==> src/rtl/integration_file_arbiter_if.sv <==
// Avalon-MM write bus from the arbiter to one integration_file instance,
// including its synchronous clear line.
interface integration_file_arbiter_if #(
   parameter int N  = 32,
   parameter int AW = 8
);
   logic [AW-1:0] avm_address;
   logic          avm_write;
   logic [N-1:0]  avm_writedata;
   logic          avm_srst;

   modport master (
      output avm_address,
      output avm_write,
      output avm_writedata,
      output avm_srst
   );

   modport slave (
      input avm_address,
      input avm_write,
      input avm_writedata,
      input avm_srst
   );
endinterface

==> src/rtl/integration_file_arbiter.sv <==
// Two-requester write arbiter for integration_file: per-requester FIFOs drained
// round-robin as single-cycle Avalon writes, with a prioritised multi-cycle clear.
module integration_file_arbiter_fifo #(
   parameter int W     = 40,
   parameter int DEPTH = 4
) (
   input  logic         clk,
   input  logic         arst_n,
   input  logic         push,
   input  logic [W-1:0] push_data,
   input  logic         pop,
   output logic         ready,
   output logic         nonempty,
   output logic [W-1:0] head
);
   localparam int PW = (DEPTH > 1) ? $clog2(DEPTH) : 1;
   localparam int CW = PW + 1;

   logic [W-1:0]  mem [DEPTH];
   logic [PW-1:0] wr_ptr, rd_ptr;
   logic [CW-1:0] count;
   logic          push_ok;

   // A full FIFO refuses a push even if it pops in the same cycle.
   assign ready    = (count != CW'(DEPTH));
   assign nonempty = (count != '0);
   assign push_ok  = push && ready;
   assign head     = mem[rd_ptr];

   always_ff @(posedge clk) begin
      if (push_ok) mem[wr_ptr] <= push_data;
   end

   always_ff @(posedge clk or negedge arst_n) begin
      if (!arst_n) begin
         wr_ptr <= '0;
         rd_ptr <= '0;
         count  <= '0;
      end else begin
         if (push_ok) wr_ptr <= wr_ptr + PW'(1);
         if (pop)     rd_ptr <= rd_ptr + PW'(1);
         count <= count + CW'(push_ok) - CW'(pop);
      end
   end
endmodule

module integration_file_arbiter #(
   parameter int N          = 32,
   parameter int AW         = 8,
   parameter int FIFO_DEPTH = 4,
   parameter int CLR_CYCLES = 2
) (
   input  logic                        clk,
   input  logic                        arst_n,
   input  logic                        req0_valid,
   output logic                        req0_ready,
   input  logic [AW-1:0]               req0_address,
   input  logic [N-1:0]                req0_data,
   input  logic                        req1_valid,
   output logic                        req1_ready,
   input  logic [AW-1:0]               req1_address,
   input  logic [N-1:0]                req1_data,
   input  logic                        clr_req,
   integration_file_arbiter_if.master  avm,
   output logic                        grant_id,
   output logic                        busy,
   output logic [1:0]                  state_dbg
);
   // Handshake: a requester entry transfers on a rising edge where valid && ready;
   // ready depends only on that requester's FIFO fill level.
   localparam int EW = AW + N;
   localparam int KW = (CLR_CYCLES > 1) ? $clog2(CLR_CYCLES) : 1;

   typedef enum logic [1:0] {IDLE = 2'd0, WRITE = 2'd1, CLEAR = 2'd2} state_t;

   state_t        state, next_state;
   logic          ne0, ne1, pop0, pop1, grant, last_grant;
   logic [EW-1:0] head0, head1;
   logic [KW-1:0] clr_cnt;
   logic [AW-1:0] addr_q;
   logic [N-1:0]  data_q;
   logic          write_q, srst_q;

   integration_file_arbiter_fifo #(.W(EW), .DEPTH(FIFO_DEPTH)) u_fifo0 (
      .clk(clk), .arst_n(arst_n), .push(req0_valid), .push_data({req0_address, req0_data}),
      .pop(pop0), .ready(req0_ready), .nonempty(ne0), .head(head0)
   );

   integration_file_arbiter_fifo #(.W(EW), .DEPTH(FIFO_DEPTH)) u_fifo1 (
      .clk(clk), .arst_n(arst_n), .push(req1_valid), .push_data({req1_address, req1_data}),
      .pop(pop1), .ready(req1_ready), .nonempty(ne1), .head(head1)
   );

   always_comb begin
      next_state = state;
      grant      = last_grant;
      pop0       = 1'b0;
      pop1       = 1'b0;
      case (state)
         CLEAR: begin
            // Counter is not restarted by clr_req arriving mid-clear.
            if (clr_cnt == KW'(CLR_CYCLES - 1)) next_state = IDLE;
         end
         default: begin
            if (clr_req) begin
               next_state = CLEAR;
            end else if (ne0 || ne1) begin
               grant      = (ne0 && ne1) ? ~last_grant : ne1;
               pop0       = ~grant;
               pop1       = grant;
               next_state = WRITE;
            end else begin
               next_state = IDLE;
            end
         end
      endcase
   end

   always_ff @(posedge clk or negedge arst_n) begin
      if (!arst_n) begin
         state      <= IDLE;
         clr_cnt    <= '0;
         last_grant <= 1'b1;
         write_q    <= 1'b0;
         srst_q     <= 1'b0;
         addr_q     <= '0;
         data_q     <= '0;
         grant_id   <= 1'b0;
      end else begin
         state   <= next_state;
         clr_cnt <= (state == CLEAR) ? clr_cnt + KW'(1) : '0;
         srst_q  <= (next_state == CLEAR);
         write_q <= pop0 | pop1;
         if (pop0 | pop1) begin
            {addr_q, data_q} <= grant ? head1 : head0;
            grant_id         <= grant;
            last_grant       <= grant;
         end
      end
   end

   assign avm.avm_address   = addr_q;
   assign avm.avm_write     = write_q;
   assign avm.avm_writedata = data_q;
   assign avm.avm_srst      = srst_q;
   assign busy              = (state == CLEAR) | ne0 | ne1 | write_q;
   assign state_dbg         = state;
endmodule

==> src/flat_wrapper.sv <==
// flat-port wrapper written by rule: the top's interface ports become plain ports
module integration_file_arbiter_flat 
#(
   parameter int N          = 32,
   parameter int AW         = 8,
   parameter int FIFO_DEPTH = 4,
   parameter int CLR_CYCLES = 2
)
  (clk, arst_n, req0_valid, req0_ready, req0_address, req0_data, req1_valid, req1_ready, req1_address, req1_data, clr_req, grant_id, busy, state_dbg, avm_avm_address, avm_avm_write, avm_avm_writedata, avm_avm_srst);
  integration_file_arbiter_if #(.N(N), .AW(AW)) avm_i ();
  input  logic clk;
  input  logic arst_n;
  input  logic req0_valid;
  output logic req0_ready;
  input  logic [AW-1:0] req0_address;
  input  logic [N-1:0] req0_data;
  input  logic req1_valid;
  output logic req1_ready;
  input  logic [AW-1:0] req1_address;
  input  logic [N-1:0] req1_data;
  input  logic clr_req;
  output logic grant_id;
  output logic busy;
  output logic [1:0] state_dbg;
  output wire logic [$bits(avm_i.avm_address)-1:0] avm_avm_address;
  output wire logic [$bits(avm_i.avm_write)-1:0] avm_avm_write;
  output wire logic [$bits(avm_i.avm_writedata)-1:0] avm_avm_writedata;
  output wire logic [$bits(avm_i.avm_srst)-1:0] avm_avm_srst;
  assign avm_avm_address = avm_i.avm_address;
  assign avm_avm_write = avm_i.avm_write;
  assign avm_avm_writedata = avm_i.avm_writedata;
  assign avm_avm_srst = avm_i.avm_srst;
  integration_file_arbiter #(.N(N), .AW(AW), .FIFO_DEPTH(FIFO_DEPTH), .CLR_CYCLES(CLR_CYCLES)) u_core (.clk(clk), .arst_n(arst_n), .req0_valid(req0_valid), .req0_ready(req0_ready), .req0_address(req0_address), .req0_data(req0_data), .req1_valid(req1_valid), .req1_ready(req1_ready), .req1_address(req1_address), .req1_data(req1_data), .clr_req(clr_req), .avm(avm_i), .grant_id(grant_id), .busy(busy), .state_dbg(state_dbg));
endmodule
==> config.mk <==
export PLATFORM = sky130hd
export DESIGN_NAME = integration_file_arbiter_flat
export DESIGN_NICKNAME = d
export VERILOG_FILES = /design/src/rtl/integration_file_arbiter_if.sv /design/src/rtl/integration_file_arbiter.sv /design/src/flat_wrapper.sv
export SDC_FILE = /design/constraint.sdc
export NUM_CORES = 1
export LEC_CHECK = 0
export ABC_AREA = 1
export CORE_ASPECT_RATIO = 0.9
export CORE_MARGIN = 1.5
export CORE_UTILIZATION = 58
export CTS_CLUSTER_DIAMETER = 30
export DETAILED_ROUTE_END_ITERATION = 8
export PLACE_DENSITY = 0.86
export SLEW_MARGIN = 5
export SYNTH_ARGS = -nofsm -noshare
export SYNTH_HDL_FRONTEND = slang
export SYNTH_SLANG_ARGS = --single-unit
==> constraint.sdc <==
create_clock -name clk -period 4.1 [get_ports clk]
set_input_delay 1.025 -clock clk [delete_from_list [all_inputs] [get_ports clk]]
set_output_delay 1.025 -clock clk [all_outputs]
set_load 0.02 [all_outputs]
# Word-level counts from Yosys, hierarchy flattened

Memory sizes are Yosys's and may differ from the RTL's.
Index checks and enable logic that the tools add are counted.
Widths: inputs -> output; s select.

Equal/unequal tests: 4
Reductions and logical operators: 6
Add/sub/neg operators: 9
Bitwise operators: 6
Multiplexer cells: 20

Operator list:

| operator            | number |
|---|---|
| $mux 40             | 1 |
| $mux 1              | 16 |
| $add 2x1->2 const B | 4 |
| $add 3x1->3         | 2 |
| $mux 2              | 3 |
| $ne 3x3->1 const B  | 2 |
| $reduce_bool 3->1   | 2 |
| $sub 3x1->3         | 2 |
| $eq 2x2->1 const B  | 2 |
| $or 1x1->1          | 4 |
| $logic_and 1x1->1   | 3 |
| $not 1->1           | 2 |
| $add 1x1->1 const B | 1 |
| $logic_or 1x1->1    | 1 |

Register bits after elaboration: 61
Input port bits: 85
Output and inout bits: 48
RAM bits: 320
Word-level logic and storage cells: 61
Memories: 2

Memory list:

| memory             | depth | bits a word | rd ports | clocked after Yosys merged registers in | write ports | line                           | source |
|---|---|---|---|---|---|---|---|
| u_core.u_fifo0.mem | 4     | 40          | 1        | 0                                       | 1           | integration_file_arbiter.sv:19 | `logic [W-1:0] mem [DEPTH];` |
| u_core.u_fifo1.mem | 4     | 40          | 1        | 0                                       | 1           | integration_file_arbiter.sv:19 |  |

# Longest topological paths before layout

Gate-level depths: netlist of run 1.

Depth in word-level cells: 8
Mapped depth: 13
Gate-level depth less buffers: 13

# By module

From an unflattened synthesis of run 1, not the netlist that was laid out.

Cell total of the unflattened synthesis: 1403
Area, all modules: 16543.4 µm²

By module, submodules not included:

| module                        | cells each | times used | sequential area each (µm²) | area an instance (µm²) |
|---|---|---|---|---|
| integration_file_arbiter_fifo | 517        | 2          | 4979.8                     | 6985.4 |
| integration_file_arbiter      | 369        | 1          | 1177.4                     | 2572.5 |

# Worst setup path before layout of run 1

Ideal clock, no wire load.

Kind: input to register
Start: in req1_valid
End: mem u_core.u_fifo1.mem[0][0], enable pin
Path buffers: 0
Stages on the path: 2
Required time: 3662 ps
Setup time: 438 ps
Data arrival time: 2899 ps
Slack: 763 ps
Cell sequence: nand2_1 nor2_1

Cells in the longest elaborated chain, start to end: 3

Ends and longest elaborated chain:

| element                      | line                           | source |
|---|---|---|
| start, declared              | flat_wrapper.sv:17             | `input logic req1_valid;` |
| $logic_and 1x1->1            | integration_file_arbiter.sv:27 | `assign push_ok = push && ready;` |
| $mux 1                       | integration_file_arbiter.sv:31 | `if (push_ok) mem[wr_ptr] <= push_data;` |
| $mux 1 (not written as such) | integration_file_arbiter.sv:31 |  |
| end, declared                | integration_file_arbiter.sv:19 |  |

No other way between the ends.

# Final worst setup path of run 1

Start: reg u_core.u_fifo0.count[1]
End: out busy

Cells in the longest elaborated chain, start to end: 4

Ends and longest elaborated chain:

| element                 | line                            | source |
|---|---|---|
| start, declared         | integration_file_arbiter.sv:21  | `logic [CW-1:0] count;` |
| start signal, assigned  | integration_file_arbiter.sv:42  | `count <= count + CW'(push_ok) - CW'(pop);` |
| $reduce_bool 3->1       | integration_file_arbiter.sv:26  | `assign nonempty = (count != '0);` |
| $or 1x1->1 (3 in a row) | integration_file_arbiter.sv:146 | `assign busy = (state == CLEAR) \| ne0 \| ne1 \| write_q;` |
| end, declared           | flat_wrapper.sv:23              | `output logic busy;` |

No other way between the ends.

==> metrics.log, run 1 <==
[metrics] run status: completed
[metrics] Final Hold Viols: 0
[metrics] RSZ-0062 raised after global routing: false
[metrics] nets in the synthesized netlist: 1405
[metrics] startpoint type of the worst setup path: flop
[metrics] relative contribution of sequential cells to total power: 33.7%
[metrics] synthesized area: 15900 µm²
[metrics] yosys synthesis warning count: 0
[metrics] Hold Worst Slack: 461 ps
[metrics] clock input transition at the sequential cells of the worst setup and hold paths: 50 ps
[metrics] TritonCTS clock tree: yes
[metrics] uppermost layer routed: met4
[metrics] start point of the worst hold path: u_core.clr_cnt$_DFF_PN0_
[metrics] width of the chip: 178 µm
[metrics] Vias: 10492
[metrics] slew at the pin with the worst max-slew slack: 1070 ps
[metrics] critical path buffer and inverter count: 1
[metrics] metal3 WL: 2670 µm
[metrics] most frequent cells in the layout: 460 x sky130_fd_sc_hd__nand2_1, 320 x sky130_fd_sc_hd__edfxtp_1, 202 x sky130_fd_sc_hd__nand3_1
[metrics] post-DR vias/cell: 5.62
[metrics] antenna violations before repair: 2
[metrics] Pre-Repair DR Iteration Count: 5
[metrics] Filler Cells Inserted: 1664
[metrics] starting density of the core: 59.0%
[metrics] input/output buffers: 132
[metrics] combinational group share of total power: 34.0%
[metrics] Largest delay share family, worst path: buffers and inverters
[metrics] r2r setup slk: 1590 ps
[metrics] Max Buffers Root-to-Sink: 3
[metrics] Worst EP arrival: 2010 ps
[metrics] Hold Crit Endpoint: u_core.clr_cnt$_DFF_PN0_
[metrics] depth of the CTS H-tree: 3
[metrics] kind of path behind the tightest hold check: reg2reg
[metrics] sequential cell area: 11100 µm²
[metrics] number of clock sinks seen by CTS: 381
[metrics] clk root buf: sky130_fd_sc_hd__clkbuf_16
[metrics] row cnt: 57
[metrics] Max-cap violations: 0
[metrics] Final TNS setup: 0 ps
[metrics] power per cell area: 852 nW/µm²
[metrics] number of slew-limit violations in the final report: 0
[metrics] routed metal-1 wire length: 14000 µm
[metrics] Achievable Freq: 330 MHz
[metrics] residual overflow from global routing: 0
[metrics] placed wire-length estimate after detailed placement: 20700 µm
[metrics] overall global routing resource usage: 26.4%
[metrics] area of combinational cells with multiple inputs: 4310 µm²
[metrics] fraction of layout cells with a size suffix above 1: 17.4%
[metrics] total net switching power: 0.00618 W
[metrics] post-synth top area share: 60.4%
[metrics] Layout Area Growth over Synthesis: 24.0%
[metrics] final count of negative-setup-slack endpoints: 0
[metrics] CP Capture Type: output port
[metrics] number of nets with antenna violations after routing: 0
[metrics] WHS Path Cells: 1
[metrics] top cells by area, synth: sky130_fd_sc_hd__edfxtp_1 60%, sky130_fd_sc_hd__nand2_1 11%, sky130_fd_sc_hd__dfrtp_1 9.4%, sky130_fd_sc_hd__nand3_1 6.4%, sky130_fd_sc_hd__nand2_4 3.0%
[metrics] Std-Cell Core Area: 27000 µm²
[metrics] Wirelength per Cell: 19.6 µm
[metrics] Cell variety after synth: 30
[metrics] highest ir drop seen on vdd: 0.000604 V
[metrics] number of CTS-inserted buffers: 68
[metrics] share of the synthesized area in compound gates (AO/OA/AOI/OAI): 0.378%
[metrics] worst max-slew margin expressed relative to the limit: 28.8%
[metrics] # DRC: 0
[metrics] metal2 WL: 18700 µm
[metrics] post-layout minimum cycle time: 3030 ps
[metrics] starting DRC count in detailed routing: 975
[metrics] highest-delay cell along the critical path: sky130_fd_sc_hd__clkdlybuf4s50_1
[metrics] Adder-Cell Fraction of Synth Area: 1.20%
[metrics] highest net fanout along the worst path: 4
[metrics] final-stage net count: 1556
[metrics] Die Span Y: 160 µm
[metrics] post-CTS setup buffers: 0
[metrics] sequential-to-total area share from yosys stat: 70.0%
[metrics] via count of the first global-routing pass: 10754
[metrics] #FFs+latches synth: 381
[metrics] final period utilization: 74.0%
[metrics] clock latency at the later pin of the worst-skew pair: 560 ps
[metrics] internal cell power: 0.0106 W
[metrics] routability-driven placement congestion ratio: 0.784
[metrics] clock skew: 25.5 ps
[metrics] final routed wirelength across all metal layers: 36600 µm
[metrics] maximum cell stage delay along the critical path: 540 ps
[metrics] predominant post-synthesis flop cell: sky130_fd_sc_hd__edfxtp_1
[metrics] start point of the critical path: u_core.u_fifo0.count[1]$_DFF_PN0_
[metrics] maximum number of pins on one net before global-route repair: 82
[metrics] wire length of the first global-routing pass: 56700 µm
[metrics] R2R Path End: u_core.u_fifo0.count[2]$_DFF_PN0_
[metrics] worst setup path category: reg2out
[metrics] portion of total power attributed to the clock network: 32.3%
[metrics] post-cts gate resize count: 0
[metrics] area leader, netlist: sky130_fd_sc_hd__edfxtp_1
[metrics] share of synthesized area spent on multiplexers: 0%
[metrics] async set-or-reset flop fraction in the synthesized netlist: 16.0%
[metrics] dominant combinational cell family by area after synthesis: simple AND/OR/NAND/NOR gates
[metrics] Post-CTS Hold Fix Bufs: 0
[metrics] Avg Inst Size Synth: 12.2 µm²
[metrics] Post-Synth XOR/XNOR Area: 0.551%
[metrics] instance count of the mapped netlist: 1306
[metrics] die area: 28400 µm²
[metrics] path depth of the worst reg2reg path: 10
[metrics] Post-synth EDFFs: 320
[metrics] leakage component of the power: 7.88 nW
[metrics] commonest non-fill, non-tap cell in the layout: sky130_fd_sc_hd__nand2_1
[metrics] I/O Pins: 133
[metrics] Cell Chain, Critical Path: nor2_4 -> nand2_4 -> nor2_1 -> nand3b_1 -> clkdlybuf4s50_1
[metrics] worst endpoint required time: 3070 ps
[metrics] switching share of total power: 36.8%
[metrics] RR Startpoint: u_core.u_fifo0.count[1]$_DFF_PN0_
[metrics] simple-gate area share of the yosys netlist: 24.6%
## worst max path at each step
stage / end / slack (ps) / cells after the start
3_3_place_gp: u_core.u_fifo0.count[2]$_DFF_PN0_ / 790 / 13
2_1_floorplan: u_core.u_fifo1.mem[0][0]$_DFFE_PP_ / 760 / 2
5_1_grt: busy / 970 / 5
3_5_place_dp: u_core.u_fifo0.count[2]$_DFF_PN0_ / 720 / 13
6_report: busy / 1070 / 5
4_1_cts: busy / 1050 / 5
## layout make-up
cell class | count | share of cell area (%)
Antenna cell | 1 | 0.0127
Clock buffer | 82 | 9.21
Clock inverter | 42 | 2.19
Inverter | 29 | 0.552
Multi-Input combinational cell | 824 | 21.8
Sequential cell | 381 | 56.5
Tap cell | 354 | 2.25
Timing Repair Buffer | 153 | 7.47
## cell families (layout without fill, tap and decap cells)
| group | Yosys count | after routing |
|---|---|---|
| simple gates | 793 | 793 |
| flops | 381 | 381 |
| buf+inv | 101 | 306 |
| fa+ha+maj | 14 | 14 |
| xor+xnor | 10 | 10 |
| compound gates | 7 | 7 |
| other cells | 0 | 1 |
## layer usage
metal  track usage, %  vias up
met4             10.6        0
li1                 -     4792
met2             44.5      468
met1             32.9     5140
met5                0        -
met3             6.05       92
## registers in the layout (all words and copies together) (netlist names), 2 cells and up
signal	cells
u_core.u_fifo0.mem	160
u_core.u_fifo1.mem	160
u_core.avm.avm_writedata	32
u_core.avm.avm_address	8
u_core.u_fifo0.count	3
u_core.u_fifo1.count	3
u_core.state_dbg	2
u_core.u_fifo0.rd_ptr	2
u_core.u_fifo0.wr_ptr	2
u_core.u_fifo1.rd_ptr	2
u_core.u_fifo1.wr_ptr	2
## cells in the mapped netlist, types with 12 or more instances
master                     number
sky130_fd_sc_hd__ha_1          12
sky130_fd_sc_hd__dfrtp_1       60
sky130_fd_sc_hd__buf_2         37
sky130_fd_sc_hd__nor2_1        14
sky130_fd_sc_hd__nand2_4       42
sky130_fd_sc_hd__nand3_1      202
sky130_fd_sc_hd__edfxtp_1     320
sky130_fd_sc_hd__inv_1         26
sky130_fd_sc_hd__clkbuf_1      23
sky130_fd_sc_hd__nand2_1      460
sky130_fd_sc_hd__nand2_2       32
sky130_fd_sc_hd__nand3_2       39
## metrics by stage
step / util (%) / cells / area, µm² / total power (W) / setup WS [ps]
after floorplan: - / 1306 / 15900 / 0.00967 / 763
after global placement: 64.8 / 1741 / 17500 / 0.0111 / 791
after detailed placement: 64.8 / 1741 / 17500 / 0.0113 / 723
after CTS: 73.2 / 1865 / 19700 / 0.0169 / 1050
after global routing: 73.2 / 1865 / 19700 / 0.0177 / 969
final: 73.2 / 1866 / 19700 / 0.0168 / 1070
## power by group through the flow
stage	Combinational [W]	Clock, W	Sequential, W
detailed placement	0.00566	0	0.00568
global placement	0.00546	0	0.00565
floorplan	0.00382	0	0.00585
CTS	0.00575	0.00550	0.00565
global route	0.00626	0.00568	0.00571
finish	0.00571	0.00542	0.00566
Power figures use the tool's default switching activity.
==> inputs of run 2 (changes only) <==
- clock period: 4.1 -> 3.2 ns (I/O delays scaled with it)
==> run 2 against run 1 <==
Highest routed layer is now met5. Total power rose by 30%. Worst hold slack worse by 310 ps. Setup slack got worse by 690 ps.
==> metrics.log, run 2 (same netlist as run 1, synthesis figures left out) <==
[metrics] I/O Pins: 133 (unchanged)
[metrics] overall global routing resource usage: 26.0% (-0.32 points)
[metrics] startpoint type of the worst setup path: flop
[metrics] maximum number of pins on one net before global-route repair: 82 (unchanged)
[metrics] post-layout minimum cycle time: 2820 ps
[metrics] highest net fanout along the worst path: 4 (unchanged)
[metrics] Vias: 10513 (+0.20%)
[metrics] TritonCTS clock tree: yes
[metrics] residual overflow from global routing: 0 (unchanged)
[metrics] power per cell area: 1100 nW/µm² (+29%)
[metrics] Cell Chain, Critical Path: nor2_4 -> nand2_4 -> nor2_1 -> nand3b_1 -> clkdlybuf4s50_1
[metrics] Final Hold Viols: 0 (unchanged)
[metrics] run status: completed
[metrics] Wirelength per Cell: 19.6 µm (-0.17%)
[metrics] RSZ-0062 raised after global routing: false
[metrics] Achievable Freq: 355 MHz
[metrics] Max Buffers Root-to-Sink: 3 (unchanged)
[metrics] number of slew-limit violations in the final report: 0 (unchanged)
[metrics] number of nets with antenna violations after routing: 0 (unchanged)
[metrics] worst endpoint required time: 2400 ps (-670 ps)
[metrics] highest-delay cell along the critical path: sky130_fd_sc_hd__clkdlybuf4s50_1
[metrics] commonest non-fill, non-tap cell in the layout: sky130_fd_sc_hd__nand2_1
[metrics] r2r setup slk: 750 ps (-840 ps)
[metrics] input/output buffers: 132 (unchanged)
[metrics] most frequent cells in the layout: 460 x sky130_fd_sc_hd__nand2_1, 320 x sky130_fd_sc_hd__edfxtp_1, 202 x sky130_fd_sc_hd__nand3_1
[metrics] clock latency at the later pin of the worst-skew pair: 560 ps (about the same)
[metrics] worst setup path category: reg2out
[metrics] worst max-slew margin expressed relative to the limit: 42.6% (+14 points)
[metrics] post-cts gate resize count: 0 (unchanged)
[metrics] placed wire-length estimate after detailed placement: 20500 µm (-1.2%)
[metrics] maximum cell stage delay along the critical path: 530 ps (about the same)
[metrics] clock skew: 19.2 ps (-6.28 ps)
[metrics] Largest delay share family, worst path: buffers and inverters
[metrics] utilization after layout: 74.0% (+0.83 points)
[metrics] slew at the pin with the worst max-slew slack: 860 ps (-207 ps)
[metrics] starting DRC count in detailed routing: 1042 (+6.9%)
[metrics] width of the chip: 178 µm (unchanged)
[metrics] Final TNS setup: 0 ps (unchanged)
[metrics] clk root buf: sky130_fd_sc_hd__clkbuf_16
[metrics] # DRC: 0 (unchanged)
[metrics] antenna violations before repair: 2 (unchanged)
[metrics] Place WS: 236 ps (-487 ps)
[metrics] depth of the CTS H-tree: 3 (unchanged)
[metrics] Filler Cells Inserted: 1556 (-6.5%)
[metrics] Die Span Y: 160 µm (unchanged)
[metrics] CP Capture Type: output port
[metrics] starting density of the core: 59.0% (unchanged)
[metrics] kind of path behind the tightest hold check: in2async
[metrics] Std-Cell Core Area: 27000 µm² (unchanged)
[metrics] Max-cap violations: 0 (unchanged)
[metrics] Hold Worst Slack: 155 ps (-306 ps)
[metrics] R2R Path End: u_core.u_fifo0.count[2]$_DFF_PN0_
[metrics] RR Startpoint: u_core.u_fifo0.count[1]$_DFF_PN0_
[metrics] final-stage net count: 1561 (+0.32%)
[metrics] clock input transition at the sequential cells of the worst setup and hold paths: 50 ps (about the same)
[metrics] Post-CTS Hold Fix Bufs: 0 (unchanged)
[metrics] Layout Area Growth over Synthesis: 25.4%
[metrics] via count of the first global-routing pass: 10379 (-3.5%)
[metrics] path depth of the worst reg2reg path: 13 (+3)
[metrics] Worst EP arrival: 2020 ps (about the same)
[metrics] area of combinational cells with multiple inputs: 4310 µm² (unchanged)
[metrics] highest ir drop seen on vdd: 0.000777 V (+29%)
[metrics] leakage component of the power: 7.94 nW (+0.81%)
[metrics] post-DR vias/cell: 5.62 (about the same)
[metrics] routability-driven placement congestion ratio: 0.833 (+6.2%)
[metrics] final period utilization: 88.1%
[metrics] sequential cell area: 11100 µm² (unchanged)
[metrics] number of CTS-inserted buffers: 66 (-2.9%)
[metrics] wire length of the first global-routing pass: 55800 µm (-1.6%)
[metrics] row cnt: 57 (unchanged)
[metrics] critical path buffer and inverter count: 1 (unchanged)
[metrics] final routed wirelength across all metal layers: 36600 µm (about the same)
[metrics] Pre-Repair DR Iteration Count: 5 (unchanged)
[metrics] number of clock sinks seen by CTS: 381 (unchanged)
[metrics] post-CTS setup buffers: 0 (unchanged)
[metrics] number of cells on the critical path: 5 (unchanged)
[metrics] final count of negative-setup-slack endpoints: 0 (unchanged)
[metrics] worst setup slack after layout: 380 ps (-687 ps)
[metrics] die area: 28400 µm² (unchanged)
[metrics] fraction of layout cells with a size suffix above 1: 17.6% (+0.22 points)
run 2: worst max-delay path by stage:
stage	start	to	slack, ps
3_3_place_gp	clr_req	u_core.u_fifo0.count[2]$_DFF_PN0_	300
5_1_grt	u_core.u_fifo0.count[1]$_DFF_PN0_	busy	320
2_1_floorplan	req1_valid	u_core.u_fifo1.mem[0][0]$_DFFE_PP_	90
6_report	u_core.u_fifo0.count[1]$_DFF_PN0_	busy	380
4_1_cts	u_core.u_fifo0.count[1]$_DFF_PN0_	busy	380
3_5_place_dp	clr_req	u_core.u_fifo1.count[2]$_DFF_PN0_	240
run 2: power by group:
part / internal, W / switching [W] / total (W) / leakage, nW
Sequential: 0.00670 / 0.000522 / 0.00722 / 3.66
Clock: 0.00461 / 0.00245 / 0.00706 / 1.08
Combinational: 0.00252 / 0.00512 / 0.00764 / 3.20
Total: 0.0138 / 0.00809 / 0.0219 / 7.94
run 2: metal layers:
metal | share of wire [%] | global-route usage [%] | wire [µm]
met1 | 39 | 33.4 | 14100
met2 | 49 | 42.5 | 18100
met3 | 7.4 | 5.31 | 2720
met4 | 4.6 | 12.7 | 1690
met5 | 0.038 | 0 | 14
run 2: through the flow:
step                total power, W  cell area, µm²  instances
finish                      0.0219           19900       1870
detailed placement          0.0148           17700       1748
floorplan                   0.0124           15900       1306
global placement            0.0144           17700       1748
global route                0.0229           19900       1869
CTS                         0.0220           19900       1869
run 2: area by class of cell:
type	instances	share of cell area (%)
flip-flops and latches	381	55.8
multi-input cells	824	21.6
clock buffers	77	8.54
repair buffers	160	8.40
clock inverters	44	2.84
well taps	354	2.22
inverters	29	0.546
diodes	1	0.0125
==> inputs of run 3 (changes only) <==
- CTS_CLUSTER_SIZE: unset -> 12
==> results of run 3 <==
Final layout, timing and power as in run 2 (identical DEF).
